**src/rtl/branch_resolve_unit.sv**
```systemverilog
// branch_resolve_unit: registered branch resolver with a valid/ready handshake.
// It resolves six signed and four unsigned branch conditions and returns next_pc,
// taken and mispredict one cycle after a request is accepted.
// Optional macro BRANCH_PREDICT_EN builds a per-PC 2-bit saturating predictor.
// Without the macro the prediction is static not-taken.
module branch_resolve_unit #(
  parameter int unsigned WIDTH    = 32,
  parameter int unsigned DEPTH    = 16,
  parameter int unsigned ID_WIDTH = 32
) (
  input  logic                clk,
  input  logic                reset,
  input  logic                in_valid,
  output logic                in_ready,
  input  logic [WIDTH-1:0]    pc_in,
  input  logic [ID_WIDTH-1:0] instr_id,
  input  logic [WIDTH-1:0]    rs,
  input  logic [WIDTH-1:0]    rt,
  input  logic [WIDTH-1:0]    rd,
  output logic                out_valid,
  input  logic                out_ready,
  output logic [WIDTH-1:0]    next_pc,
  output logic                taken,
  output logic                is_branch,
  output logic                pred_taken,
  output logic                mispredict
);

  logic             accept;
  logic             br_c;
  logic             cond_c;
  logic             pred_c;
  logic [WIDTH-1:0] target_c;
  logic [WIDTH-1:0] npc_c;

  // Single output stage: a new request is accepted whenever the held result leaves or is absent.
  assign in_ready = !out_valid || out_ready;
  assign accept   = in_valid && in_ready;

  // Decode the branch code and evaluate its condition.
  always_comb begin
    br_c   = 1'b1;
    cond_c = 1'b0;
    case (instr_id)
      ID_WIDTH'(15): cond_c = (rs == rt);
      ID_WIDTH'(16): cond_c = (rs != rt);
      ID_WIDTH'(17): cond_c = ($signed(rs) >  $signed(rt));
      ID_WIDTH'(18): cond_c = ($signed(rs) >= $signed(rt));
      ID_WIDTH'(19): cond_c = ($signed(rs) <  $signed(rt));
      ID_WIDTH'(20): cond_c = ($signed(rs) <= $signed(rt));
      ID_WIDTH'(21): cond_c = (rs >  rt);
      ID_WIDTH'(22): cond_c = (rs >= rt);
      ID_WIDTH'(23): cond_c = (rs <  rt);
      ID_WIDTH'(24): cond_c = (rs <= rt);
      default:       br_c   = 1'b0;
    endcase
  end

  // Target wraps modulo 2^WIDTH; non-taken or non-branch falls through to pc_in.
  assign target_c = pc_in + rd;
  assign npc_c    = cond_c ? target_c : pc_in;

`ifdef BRANCH_PREDICT_EN
  localparam int unsigned IDX_W = (DEPTH > 2) ? $clog2(DEPTH) : 1;

  logic [1:0]       ctr [DEPTH];
  logic [IDX_W-1:0] idx;

  assign idx    = pc_in[IDX_W-1:0];
  assign pred_c = br_c && ctr[idx][1];

  // Saturating counter update on every accepted branch; reset returns all entries to weakly not-taken.
  always_ff @(posedge clk or posedge reset) begin
    if (reset) begin
      for (int i = 0; i < int'(DEPTH); i++) begin
        ctr[i] <= 2'b01;
      end
    end else if (accept && br_c) begin
      if (cond_c && (ctr[idx] != 2'b11)) begin
        ctr[idx] <= ctr[idx] + 2'b01;
      end else if (!cond_c && (ctr[idx] != 2'b00)) begin
        ctr[idx] <= ctr[idx] - 2'b01;
      end
    end
  end
`else
  assign pred_c = 1'b0;
`endif

  // Result register: loads on accept, drains on out_ready, holds under backpressure.
  always_ff @(posedge clk or posedge reset) begin
    if (reset) begin
      out_valid  <= 1'b0;
      next_pc    <= '0;
      taken      <= 1'b0;
      is_branch  <= 1'b0;
      pred_taken <= 1'b0;
      mispredict <= 1'b0;
    end else if (accept) begin
      out_valid  <= 1'b1;
      next_pc    <= npc_c;
      taken      <= cond_c;
      is_branch  <= br_c;
      pred_taken <= pred_c;
      mispredict <= br_c && (pred_c != cond_c);
    end else if (out_ready) begin
      out_valid  <= 1'b0;
    end
  end

endmodule

```
**config.mk**
```make
export PLATFORM = sky130hd
export DESIGN_NAME = branch_resolve_unit
export DESIGN_NICKNAME = d
export VERILOG_FILES = /design/src/rtl/branch_resolve_unit.sv
export SDC_FILE = /design/constraint.sdc
export NUM_CORES = 1
export LEC_CHECK = 0
export BUFFER_PORTS_ARGS = -buffer_cell sky130_fd_sc_hd__buf_2
export CORE_MARGIN = 10
export CORE_UTILIZATION = 48
export DETAILED_ROUTE_END_ITERATION = 8
export PLACE_DENSITY_LB_ADDON = 0.2
export REMOVE_ABC_BUFFERS = 1
export SETUP_SLACK_MARGIN = 0.2
export SLEW_MARGIN = 10
export SYNTH_ARGS = -nofsm -noshare
export SYNTH_HDL_FRONTEND = slang
export SYNTH_SLANG_ARGS = --single-unit
```
**constraint.sdc**
```tcl
create_clock -name clk -period 1.4 [get_ports clk]
set_input_delay 0.07 -clock clk [delete_from_list [all_inputs] [get_ports clk]]
set_output_delay 0.07 -clock clk [all_outputs]
set_load 0.005 [all_outputs]
```
==> impl_metrics.json <==
{
  "synth_top_area_cell": "dfrtp_1",
  "worstPathCellList": "buf_6 > inv_4 > ha_4 > a21o_1 > a221o_1 > a221oi_2 > or3b_4 > xor2_2 > a211oi_4 > buf_6 > buf_6 > or4_4 > a31oi_1",
  "cts_buffers": 5,
  "cpPeakStageDelay_ps": 490,
  "place_congestion": 0.889,
  "cts-root-buf": "clkbuf_8",
  "synth_flop_cell": "dfrtp_1",
  "postLayoutCellArea_sq_um": 6970,
  "place_hpwl_mm": 13.1,
  "share_seq_of_total_power": 0.282,
  "area_growth_pct": 60.0,
  "rsz0062_at_grt": "true",
  "grt-ovfl-total": 0,
  "setup_slack_ps": -1290,
  "ant_nets": 0,
  "rr_worst_depth": 5,
  "holdWs_ps": 63.4,
  "io_pins": 202,
  "p_switching_mw": 1.56,
  "synth_area_per_cell_sq_um": 7.94,
  "pwr-share-clk": 0.215,
  "fin_crit_sh": 1.92,
  "htree_levels": 2,
  "antenna_found_initial": 1,
  "ir_drop_v": 0.000362,
  "die-area_sq_um": 13300,
  "netlist_instances": 549,
  "dieHeight_um": 115,
  "drt_wl_total_mm": 16.7,
  "p_per_area_nw_per_um2": 631,
  "max_freq_mhz": 372,
  "hold_path.class": "input port to flop",
  "clk_pin_slew_ps": 80,
  "endpoint": "next_pc[31]",
  "synth_cell_type_count": 57,
  "start_kind": "input port",
  "finClkSkew_ps": 5.78,
  "setup_viol": 34,
  "crit_path_frequent_cell": "buf_6",
  "drc": 0,
  "worstSetupStartpoint": "rt[25]",
  "synth_most_common_cell": "ha_1",
  "ys_ff_latch": 36,
  "combPwrFrac": 0.503,
  "ff2ff_setup_slack_ps": 60,
  "crit_type": "input port to flop",
  "p_leak_nw": 3.77,
  "setup_tns_ps": -41600,
  "synth_area_leaders": "dfrtp_1 (21%), ha_1 (18%), mux2i_1 (7.1%)",
  "worst-path-buf-inv": 4,
  "fp-row-count": 34,
  "dr_total_vias": 5324,
  "ys_async_sr_fraction": 1.00,
  "syn_area_sq_um": 4360,
  "io_buffers": 200,
  "start_util": 0.497,
  "cp.depth": 13,
  "cp_slowest_cell": "or4_4",
  "violations": "setup timing",
  "filler_cell_count": 633,
  "cp_max_fo": 5,
  "switching_share": 0.354,
  "yosysSeqAreaShare": 0.207,
  "grt_pass1_vias": 5615,
  "drv_slew": 0,
  "synth.top_cell.area_share": 0.207,
  "critPathRequiredTime_ps": 1620,
  "end_kind": "flop",
  "track_usage": 0.231,
  "postLayoutCoreUtil": 0.796,
  "status": "finished with violations",
  "detail_route.vias_per_cell": 5.43,
  "wl_per_cell_um": 17.0,
  "total_power_mw": 4.40,
  "hold_violations": 0,
  "arrival_ps": 2910,
  "r2r_end": "next_pc[28]",
  "cts.sinks": 36,
  "die_x_um": 115,
  "fin_nets": 1099,
  "worstSkewPairLatency_ps": 300,
  "cts_max_path_buffers": 2,
  "grt_max_degree": 50,
  "cts_tree": "built",
  "first_pass_iters": 5,
  "synth_edf_count": 0,
  "placed_area_sq_um": 6260,
  "layout-drive-gt1-share": 0.443,
  "ys_warn_count": 0,
  "finalCriticalPeriod_ps": 2690,
  "core_area_sq_um": 8760,
  "drt_iter0_markers": 264,
  "r2r-start": "out_valid",
  "synth_common_cells": "ha_1 (63), nand2_1 (62), o21ai_0 (48), a21oi_1 (43), inv_1 (43)",
  "maxCapViolations": 0,
  "path_delay_family": "compound AO/OA/AOI/OAI gates",
  "grt_pass1_wl_mm": 25.8,
  "internal_power_mw": 2.84
}
[flip-flops by register name, summed over array words and instances, names as in the netlist]
| name | count |
|---|---|
| is_branch | 1 |
| out_valid | 1 |
| next_pc | 32 |
| taken | 1 |
| mispredict | 1 |
[layout by cell type, fill, tap and decap left out, types with 11 or more instances in the layout]
master / count
buf_4: 117
ha_4: 12
a31oi_1: 11
nand2_1: 60
xnor2_1: 18
a21oi_1: 42
a21o_1: 12
buf_6: 17
mux2i_1: 28
dfrtp_1: 36
buf_2: 190
nand3_1: 15
o21ai_0: 19
nand4_1: 14
nor2_1: 19
o21ai_1: 29
inv_1: 34
nor3_1: 12
ha_1: 51
[power by group through the flow]
| stage | Clock, mW | Combinational, mW | Sequential, mW |
|---|---|---|---|
| 5_1_grt | 0.999 | 2.45 | 1.26 |
| 6_report | 0.946 | 2.21 | 1.24 |
| 3_5_place_dp | 0 | 2.03 | 1.26 |
| 2_1_floorplan | 0 | 1.01 | 1.27 |
| 3_3_place_gp | 0 | 1.95 | 1.25 |
| 4_1_cts | 0.963 | 2.14 | 1.24 |
[final cells by class]
type	instances	area [sq um]	area share
Multi-Input combinational cell	453	3480	0.499
Clock buffer	6	72.6	0.0104
Tap cell	108	135	0.0194
Antenna cell	1	2.50	0.000359
Clock inverter	2	35.0	0.00502
Sequential cell	36	901	0.129
Inverter	43	164	0.0235
Timing Repair Buffer	332	2180	0.313
[routing by layer]
layer	vias up	GRT usage	wire length (um)
met5	-	0	0
met4	0	0.0710	430
met2	180	0.428	8600
met3	31	0.0604	1270
met1	2464	0.249	6380
li1	2649	-	-
[stage by stage]
stage | setup WS, ps | instances
after CTS | -1260 | 972
after global placement | -1630 | 952
final | -1290 | 981
after global routing | -1380 | 981
after floorplan | -2830 | 532
after detailed placement | -1720 | 952
[worst min-delay path, cell delays in order]
cell and delay [ps]:
buf_2 120, nand2_1 50, a31oi_1 80
[worst min path at each step]
stage                         start          end  slack (ps)  cells after the start
after floorplan            in_valid    out_valid         180                      1
after global placement        reset  next_pc[29]         200                      3
after detailed placement      reset        taken         220                      3
after CTS                 pc_in[31]  next_pc[31]          60                      3
after global routing       pc_in[1]   next_pc[1]          70                      3
final                      pc_in[1]   next_pc[1]          60                      3
[what timing repair did]
item,in CTS,in global routing
resized for setup,68,29
hold endpoints to repair,37,0
pin swaps,10,8
hold buffers,2,0
setup endpoints to repair,34,35
cloned,1,3
buffers inserted,9,5
[cells by family after synthesis]
logic type / synth area share
adder cells (fa/ha/maj): 0.185
multiplexers: 0.0712
buffers and inverters: 0.0588
flip-flops: 0.207
AO/OA/AOI/OAI: 0.218
XOR/XNOR: 0.0542
other: 0.000860
AND/OR/NAND/NOR: 0.205
(Power assumes the default switching activity.)
